## src/rtl/uart_pkg.sv

```systemverilog
// uart_pkg: shared FSM encoding, parity modes and width helper for the UART RX/TX blocks
// Contents:
//   state_e      receiver FSM states
//   PARITY_*     parity mode constants for the PARITY parameter
//   clog2()      counter width helper (never returns less than 1)
package uart_pkg;

    typedef enum logic [2:0] {
        ST_IDLE,
        ST_START,
        ST_DATA,
        ST_PARITY,
        ST_STOP,
        ST_BREAK
    } state_e;

    localparam int PARITY_NONE = 0;
    localparam int PARITY_ODD  = 1;
    localparam int PARITY_EVEN = 2;

    // Clamped to 1 so a divide-by-1 counter still has a legal vector width.
    function automatic int clog2(input int value);
        int r;
        r = 0;
        while ((1 << r) < value) r++;
        return (r < 1) ? 1 : r;
    endfunction

endpackage

```

## src/rtl/uart_baud_tick.sv

```systemverilog
// uart_baud_tick: free-running divide-by-CLK_DIV counter producing a 1-cycle oversample tick
// Ports:
//   sysclk   in   system clock
//   reset_n  in   asynchronous active-low reset
//   clr_i    in   synchronous clear, restarts the count at 0
//   tick_o   out  high for one cycle while the count sits at CLK_DIV-1
module uart_baud_tick
    import uart_pkg::*;
#(
    parameter int CLK_DIV = 27
) (
    input  logic sysclk,
    input  logic reset_n,
    input  logic clr_i,
    output logic tick_o
);

    localparam int             W    = clog2(CLK_DIV);
    localparam logic [W-1:0]   LAST = W'(CLK_DIV - 1);

    logic [W-1:0] cnt_q, cnt_d;

    assign tick_o = cnt_q == LAST;

    always_comb cnt_d = (clr_i || tick_o) ? '0 : cnt_q + W'(1);

    always_ff @(posedge sysclk or negedge reset_n) begin
        if (!reset_n) cnt_q <= '0;
        else          cnt_q <= cnt_d;
    end

endmodule

```

## src/rtl/uart_rx_ovs.sv

```systemverilog
// uart_rx_ovs: oversampling UART receiver with 3-sample majority vote and valid/ready output
// Ports:
//   sysclk        in   system clock
//   reset_n       in   asynchronous active-low reset
//   rx_i          in   serial line, idle high, asynchronous to sysclk
//   rx_data_o     out  received word, held while rx_valid_o=1
//   rx_valid_o    out  word available
//   rx_ready_i    in   consumer accepts the word when rx_valid_o & rx_ready_i
//   parity_err_o  out  parity mismatch on the held word, qualified by rx_valid_o
//   frame_err_o   out  1-cycle pulse when a stop bit was sampled 0
//   overrun_o     out  1-cycle pulse when a word completed while rx_valid_o=1
//   busy_o        out  receiver not in IDLE
module uart_rx_ovs
    import uart_pkg::*;
#(
    parameter int CLK_DIV   = 27,
    parameter int OVS       = 16,
    parameter int DATA_BITS = 8,
    parameter int PARITY    = 0,
    parameter int STOP_BITS = 1
) (
    input  logic                 sysclk,
    input  logic                 reset_n,
    input  logic                 rx_i,
    output logic [DATA_BITS-1:0] rx_data_o,
    output logic                 rx_valid_o,
    input  logic                 rx_ready_i,
    output logic                 parity_err_o,
    output logic                 frame_err_o,
    output logic                 overrun_o,
    output logic                 busy_o
);

    localparam int             SW        = clog2(OVS);
    localparam int             BW        = clog2(DATA_BITS);
    localparam logic [SW-1:0]  S_V0      = SW'(OVS / 2 - 1);
    localparam logic [SW-1:0]  S_V1      = SW'(OVS / 2);
    localparam logic [SW-1:0]  S_V2      = SW'(OVS / 2 + 1);
    localparam logic [SW-1:0]  S_LAST    = SW'(OVS - 1);
    localparam logic [BW-1:0]  B_LAST    = BW'(DATA_BITS - 1);
    localparam logic [BW-1:0]  STOP_LAST = BW'(STOP_BITS - 1);

    logic                 sync1_q, sync2_q, rxs_prev_q;
    logic                 rxs, fall, tick, clr, vote_en, bnd, vote, exp_par;
    logic                 load, ferr;
    state_e               state_q, state_d;
    logic [SW-1:0]        scnt_q, scnt_d;
    logic [BW-1:0]        bcnt_q, bcnt_d;
    logic [DATA_BITS-1:0] shreg_q, shreg_d;
    logic                 v0_q, v1_q;
    logic                 par_err_q, par_err_d;
    logic                 stop_err_q, stop_err_d;
    logic [DATA_BITS-1:0] data_q, data_d;
    logic                 valid_q, valid_d;
    logic                 perr_q, perr_d;
    logic                 ferr_q, ovr_q, ovr_d;

    assign rxs     = sync2_q;
    assign fall    = rxs_prev_q & ~rxs;
    assign vote_en = tick && scnt_q == S_V2;
    assign bnd     = tick && scnt_q == S_LAST;
    // The third sample is the live synchronised line, so the vote resolves on its own tick.
    assign vote    = (v0_q & v1_q) | (v0_q & rxs) | (v1_q & rxs);
    assign exp_par = (PARITY == PARITY_ODD) ? ~(^shreg_q) : ^shreg_q;

    uart_baud_tick #(.CLK_DIV(CLK_DIV)) u_tick (
        .sysclk (sysclk),
        .reset_n(reset_n),
        .clr_i  (clr),
        .tick_o (tick)
    );

    always_comb begin
        state_d    = state_q;
        scnt_d     = tick ? ((scnt_q == S_LAST) ? '0 : scnt_q + SW'(1)) : scnt_q;
        bcnt_d     = bcnt_q;
        shreg_d    = shreg_q;
        par_err_d  = par_err_q;
        stop_err_d = stop_err_q;
        load       = 1'b0;
        ferr       = 1'b0;
        clr        = 1'b0;
        case (state_q)
            ST_IDLE: begin
                if (fall) begin
                    state_d = ST_START;
                    scnt_d  = '0;
                    clr     = 1'b1;
                end
            end
            ST_START: begin
                if (vote_en && vote) begin
                    state_d = ST_IDLE;
                end else if (bnd) begin
                    state_d = ST_DATA;
                    bcnt_d  = '0;
                end
            end
            ST_DATA: begin
                if (vote_en) shreg_d = {vote, shreg_q[DATA_BITS-1:1]};
                if (bnd) begin
                    if (bcnt_q == B_LAST) begin
                        state_d    = (PARITY != PARITY_NONE) ? ST_PARITY : ST_STOP;
                        bcnt_d     = '0;
                        stop_err_d = 1'b0;
                    end else begin
                        bcnt_d = bcnt_q + BW'(1);
                    end
                end
            end
            ST_PARITY: begin
                if (vote_en) par_err_d = vote ^ exp_par;
                if (bnd) begin
                    state_d    = ST_STOP;
                    bcnt_d     = '0;
                    stop_err_d = 1'b0;
                end
            end
            ST_STOP: begin
                // The frame is judged on the last stop vote, with earlier stop votes folded in.
                if (vote_en && bcnt_q == STOP_LAST) begin
                    ferr    = stop_err_q | ~vote;
                    load    = ~ferr;
                    state_d = ferr ? ST_BREAK : ST_IDLE;
                end else if (vote_en) begin
                    stop_err_d = ~vote;
                end else if (bnd) begin
                    bcnt_d = bcnt_q + BW'(1);
                end
            end
            ST_BREAK: begin
                if (rxs) state_d = ST_IDLE;
            end
            default: state_d = ST_IDLE;
        endcase
    end

    always_comb begin
        data_d  = load ? shreg_q : data_q;
        perr_d  = load ? par_err_q : perr_q;
        // A load in the handshake cycle keeps the flag set; the consumer took the old word.
        valid_d = load | (valid_q & ~rx_ready_i);
        ovr_d   = load & valid_q & ~rx_ready_i;
    end

    always_ff @(posedge sysclk or negedge reset_n) begin
        if (!reset_n) begin
            sync1_q    <= 1'b1;
            sync2_q    <= 1'b1;
            rxs_prev_q <= 1'b1;
            state_q    <= ST_IDLE;
            scnt_q     <= '0;
            bcnt_q     <= '0;
            shreg_q    <= '0;
            v0_q       <= 1'b0;
            v1_q       <= 1'b0;
            par_err_q  <= 1'b0;
            stop_err_q <= 1'b0;
            data_q     <= '0;
            valid_q    <= 1'b0;
            perr_q     <= 1'b0;
            ferr_q     <= 1'b0;
            ovr_q      <= 1'b0;
        end else begin
            sync1_q    <= rx_i;
            sync2_q    <= sync1_q;
            rxs_prev_q <= sync2_q;
            state_q    <= state_d;
            scnt_q     <= scnt_d;
            bcnt_q     <= bcnt_d;
            shreg_q    <= shreg_d;
            if (tick && scnt_q == S_V0) v0_q <= rxs;
            if (tick && scnt_q == S_V1) v1_q <= rxs;
            par_err_q  <= par_err_d;
            stop_err_q <= stop_err_d;
            data_q     <= data_d;
            valid_q    <= valid_d;
            perr_q     <= perr_d;
            ferr_q     <= ferr;
            ovr_q      <= ovr_d;
        end
    end

    assign rx_data_o    = data_q;
    assign rx_valid_o   = valid_q;
    assign parity_err_o = perr_q;
    assign frame_err_o  = ferr_q;
    assign overrun_o    = ovr_q;
    assign busy_o       = state_q != ST_IDLE;

endmodule
```

## config.mk

```make
export PLATFORM = sky130hd
export DESIGN_NAME = uart_rx_ovs
export DESIGN_NICKNAME = d
export VERILOG_FILES = /design/src/rtl/uart_pkg.sv /design/src/rtl/uart_baud_tick.sv /design/src/rtl/uart_rx_ovs.sv
export SDC_FILE = /design/constraint.sdc
export NUM_CORES = 1
export LEC_CHECK = 0
export CORE_ASPECT_RATIO = 1.5
export CORE_MARGIN = 2
export CORE_UTILIZATION = 48
export CTS_CLUSTER_SIZE = 20
export DETAILED_ROUTE_END_ITERATION = 7
export PLACE_DENSITY = 0.68
export SYNTH_ARGS = -nofsm -noshare
export SYNTH_HDL_FRONTEND = slang
export SYNTH_HIERARCHICAL = 1
export SYNTH_SLANG_ARGS = --single-unit
```

## constraint.sdc

```tcl
create_clock -name sysclk -period 2.1 [get_ports sysclk]
set_input_delay 0.315 -clock sysclk [delete_from_list [all_inputs] [get_ports sysclk]]
set_output_delay 0.315 -clock sysclk [all_outputs]
set_load 0.005 [all_outputs]
```

==> results.cfg, run 1 <==
[sta]
period_needed_ns = 2.016
fin_tns_setup_ns = 0
drv_slew = 0
hold-worst-slack_ns = 0.3670
clock.fmax_mhz = 496.0
fin_skew_ns = 0.006489
relSlewSlack = 0.7208
worst_pin_slew_ns = 0.4083
finalCritPeriodShare = 0.9601
rsz0062_at_grt = yes
hold_viol_final = 0
setup_viol = 0

[synth]
syn_nets = 187
synth-simple-area-share = 0.1531
synth_top_family_by_area = simple AND/OR/NAND/NOR gates
netlist_area_um2 = 2150
synth_cells = 175
synth_edf_count = 0
synthFlopType = dfrtp_1
synth_cell_type_count = 47
yosys_warnings = 6
async_flop_share = 1.000
yosys-mux-area-fraction = 0.1234
ys_seq_area_frac = 0.4907
synth_compound_area_frac = 0.08906
syn_avg_cell_area_um2 = 12.28
synth_seq_cells = 42
synth_fa_ha_area_frac = 0.05122
synth-xor-area-share = 0.05122

[critical_path]
critPathKind = reg2reg
end_kind = flop
crit_fanout = 8
critPathRequiredTime_ns = 2.28
reg2reg_depth = 9
setup.worst_path.start_class = flop
critPathArrivalTime_ns = 2.20

[drt]
m1WireLength_um = 1687
num_vias = 1466
wl_met2_um = 2512
antenna_left = 0
totalWireLength_um = 4371
wl_per_cell_um = 16.81
viasPerCell = 5.638
dr_wl_met3_um = 111
drt_first_pass_iters = 6
topRoutingLayerUsed = met4
drtIter0Drc = 30
drc = 2

[clock_network]
clkSinkCount = 42
cts_buffer_depth = 2
clk_pin_slew_ns = 0.08
cts_made_buffers = 5
cts-htree-levels = 2
clock_tree.root_cell = clkbuf_8
cts_tree = yes
clkLatencyLatePin_ns = 0.30

[cells_and_area]
layout.nets = 225
layout-drive-gt1-share = 0.2850
n_fill_cell = 364
area_delta_synth_final_pct = 21.25
final_common_cell = dfrtp_1
antenna_cells = 0
mostFrequentLayoutCells = dfrtp_1, buf_4, clkdlybuf4s50_1

[grt]
antenna_found_initial = 0
grt_pass1_vias = 1601
grt_max_degree = 27
grt_use_total = 0.1963
grt-ovfl-total = 0
grt_first_pass_wirelength_um = 7527

[power]
power.density_nw_per_um2 = 766.9
p_leak_nw = 1.196
p_int_mw = 1.381
p_comb_frac = 0.258
swShare = 0.3090
ir_worst_vdd_mv = 0.4628
pwr-share-seq = 0.470
clkPwrFrac = 0.271
power.switching_mw = 0.6175

[min_path]
hold_path.class = reg2reg
min_delay_path_depth = 0

[die]
rows = 29
dieWidth_um = 58.64
core_area_um2 = 4282
design.die.area_um2 = 5041
ios = 17
start_util = 0.5020
die_y_um = 85.96

[place]
gp_congestion = 0.8722
hpwl_um = 3303
portBuffers = 16

[status]
violations = DRC
run_status = complete, but fails checks

[flow_run]
cap_violations = 0
synth_stat cells (all sizes together) (2+ instances only):
master	number	area, um^2
buf	6	51.30
nand3	5	25.02
nand2	4	15.01
o21bai	2	15.01
nand4b	2	17.52
nand2b	5	31.28
a21oi	5	25.02
a211oi	2	15.01
a22o	3	26.28
nor3b	3	22.52
mux2	20	255.3
inv	9	33.78
and4	3	27.53
o21a	2	15.01
o211ai	2	15.01
dfstp	3	78.83
nor3	7	45.04
o21ai	4	20.02
dfrtp	39	975.9
nand4	2	12.51
xnor2	8	70.07
ha	8	100.1
nor2	9	33.78
xor2	2	17.52
and4b	2	20.02
nor4	2	42.54
cell type report:
class,count,area [um^2],share of cell area
Clock buffer,6,82.58,0.03169
Clock inverter,2,12.51,0.004801
Inverter,9,33.78,0.01296
Multi-Input combinational cell,117,1018,0.3908
Sequential cell,42,1055,0.4047
Tap cell,46,57.56,0.02208
Timing Repair Buffer,38,346.6,0.1330
power by group through the flow:
stage	combinational [mW]	clock, mW	sequential, mW
floorplan	0.341	0	0.938
global placement	0.480	0	0.945
detailed placement	0.497	0	0.958
CTS	0.502	0.555	0.942
global route	0.575	0.595	0.953
finish	0.517	0.543	0.940
registers in the layout, summed over array words and instances, names as in the netlist, 3 cells and up:
name,count
rx_data_o,8
shreg_q,8
u_tick/cnt_q,5
scnt_q,4
bcnt_q,3
state_q,3
path summary, 6_finish.rpt:
kind / from / slack [ns] / end
min in group asynchronous: reset_n / 0.47 / rx_data_o[5]
max in group asynchronous: reset_n / 1.09 / rxs_prev_q
setup / recovery: u_tick/cnt_q[0] / 0.08 / shreg_q[1]
hold / removal: sync1_q / 0.37 / rxs
setup reg to reg: u_tick/cnt_q[0] / 0.08 / shreg_q[1]
hold reg to reg: sync1_q / 0.37 / rxs
layer usage:
metal  vias up  track usage
met5         -            0
met2        23       0.3698
li1        697            -
met1       741       0.2111
met4         0      0.06818
met3         5      0.03771
repair_timing:
| action | CTS | global route |
|---|---|---|
| hold buffers | 1 | 0 |
| resized for setup | 0 | 5 |
| setup buffers | 0 | 7 |
| setup endpoints to repair | 0 | 19 |
| endpoints found under the hold margin | 14 | 0 |
worst max-delay path, cell delays in order, from the launching register on:
cell	delay, ns
dfrtp_1	0.42
inv_1	0.07
ha_1	0.14
and4b_1	0.21
buf_4	0.11
buf_6	0.10
nand4b_1	0.14
nor3_2	0.21
buf_6	0.16
mux2_2	0.34
cells by family after synthesis:
kind of cell / after synthesis
simple gates: 49
flops: 42
compound gates: 27
mux: 21
buf+inv: 16
xor+xnor: 11
fa+ha+maj: 9
stage by stage:
stage / power (mW) / area (um^2) / worst slack (ns) / util / instances
finish: 1.999 / 2606 / 0.08388 / 0.6087 / 260
global route: 2.123 / 2606 / -0.03297 / 0.6087 / 260
CTS: 1.999 / 2534 / 0.007934 / 0.5918 / 253
detailed placement: 1.455 / 2429 / 0.02966 / 0.5672 / 244
global placement: 1.425 / 2429 / 0.08481 / 0.5672 / 244
floorplan: 1.279 / 2157 / -0.1906 / - / 175
No activity file was read; power rests on OpenSTA's default activity.
==> run 2: changes to the inputs <==
--- a/config.mk
+++ b/config.mk
@@ -10,6 +10,7 @@
 export CORE_UTILIZATION = 48
 export CTS_CLUSTER_SIZE = 20
 export DETAILED_ROUTE_END_ITERATION = 7
+export MAX_ROUTING_LAYER = met4
 export PLACE_DENSITY = 0.68
 export SYNTH_ARGS = -nofsm -noshare
 export SYNTH_HDL_FRONTEND = slang
==> results.cfg, run 2 (same netlist as run 1, synthesis figures left out) <==
[status]
run_status = complete, but fails checks
violations = DRC

[sta]
relSlewSlack = 0.7249
hold-worst-slack_ns = 0.3671
fin_ws_ns = 0.03530
clock.fmax_mhz = 484.3
finalCritPeriodShare = 0.9832
worst_pin_slew_ns = 0.4023
setup_viol = 0
hold_viol_final = 0
fin_skew_ns = 0.005711
period_needed_ns = 2.065
rsz0062_at_grt = yes
drv_slew = 0

[flow_run]
cap_violations = 0

[cells_and_area]
fin_cells = 257
final_common_cell = dfrtp_1
antenna_cells = 0
layout-drive-gt1-share = 0.2701
area_delta_synth_final_pct = 19.27
fin_area_um2 = 2564
layout.nets = 222
mostFrequentLayoutCells = dfrtp_1, clkdlybuf4s50_1, buf_4
n_fill_cell = 341

[power]
ir_worst_vdd_mv = 0.4782
pwr-share-seq = 0.478
p_leak_nw = 1.175
power.density_nw_per_um2 = 763.3
power.switching_mw = 0.6041
p_comb_frac = 0.263
swShare = 0.3087
clkPwrFrac = 0.259
p_int_mw = 1.353
finalPower_mw = 1.957

[critical_path]
crit_path_max_incr_delay_ns = 0.40
critPathArrivalTime_ns = 2.24
reg2reg_depth = 8
critPathKind = reg2reg
cp_top_family = simple AND/OR/NAND/NOR gates
critical_path.startpoint = u_tick/cnt_q[0]
critPathSlowestCell = dfrtp_2
end_kind = flop
worstReg2RegStart = u_tick/cnt_q[0]
setup.worst_path.start_class = flop
critPathBufInv = 2
path_cells = inv_1 -> ha_1 -> and4b_1 -> and4b_1 -> nand3b_1 -> nor3_2 -> buf_4 -> mux2_2
crit_fanout = 3
regToRegSetupSlack_ns = 0.04
critPathRequiredTime_ns = 2.28
cp.depth = 8
crit_path_frequent_cell = and4b_1
r2r-end = rx_data_o[0]
crit_end = rx_data_o[0]

[clock_network]
clock_tree.root_cell = clkbuf_8
cts-htree-levels = 2
clk_pin_slew_ns = 0.08
cts_made_buffers = 5
cts_tree = yes
cts_buffer_depth = 2
clkSinkCount = 42
clkLatencyLatePin_ns = 0.29

[place]
dp_cells = 243
gp_congestion = 0.8556
hpwl_um = 3100
portBuffers = 16
place_area_um2 = 2421
post-place-ws_ns = 0.03618

[drt]
viasPerCell = 5.646
totalWireLength_um = 4157
drtIter0Drc = 41
antenna_left = 0
drc = 2
wl_per_cell_um = 16.18
drt_first_pass_iters = 8
num_vias = 1451

[die]
die_y_um = 85.96
design.die.area_um2 = 5041
rows = 29
dieWidth_um = 58.64
core_area_um2 = 4282
ios = 17
start_util = 0.5020

[grt]
grt-ovfl-total = 0
grt_use_total = 0.1924
antenna_found_initial = 0
grt_pass1_vias = 1553
grt_first_pass_wirelength_um = 7224
grt_max_degree = 27

[min_path]
hold_path.class = reg2reg
run 2: area by class of cell:
cell class,instances,area [um^2],area share
clock buffer,6,72.57,0.02831
clock inverter,2,13.76,0.005368
inverter,9,33.78,0.01318
multi-input combinational,117,1010,0.3939
sequential,42,1056,0.4119
tap,46,57.56,0.02245
timing repair buffer,35,320.3,0.1249
run 2: metal layers:
metal / global-route usage / part of all wire
met4: 0.07438 / 0.028
met3: 0.03771 / 0.019
met2: 0.3350 / 0.54
met1: 0.2119 / 0.41
met5: - / 0
run 2: worst min path at each step:
stage,start,to,slack (ns),depth (start not counted)
2_1_floorplan,reset_n,bcnt_q[0],0.02,0
3_3_place_gp,reset_n,rx_data_o[7],0.25,1
3_5_place_dp,reset_n,rx_data_o[5],0.27,1
4_1_cts,sync1_q,rxs,0.37,0
5_1_grt,sync1_q,rxs,0.38,0
6_report,sync1_q,rxs,0.37,0
run 2: through the flow:
stage | TNS [ns] | utilization
after global placement | 0 | 0.5655
after CTS | 0 | 0.5880
final | 0 | 0.5988
after global routing | -0.3391 | 0.5988
after floorplan | -1.655 | -
after detailed placement | 0 | 0.5655
run 2: power by group through the flow:
stage               sequential, mW  clock [mW]  combinational [mW]
global route                 0.946       0.567               0.575
global placement             0.945           0               0.480
floorplan                    0.938           0               0.341
detailed placement           0.958           0               0.491
finish                       0.935       0.508               0.514
CTS                          0.944       0.525               0.494
run 2: what timing repair did:
action	in CTS	in global routing
hold buffers	1	0
resized for setup	0	3
setup buffers	0	5
hold endpoints to repair	14	0
endpoints found under the setup margin	0	19
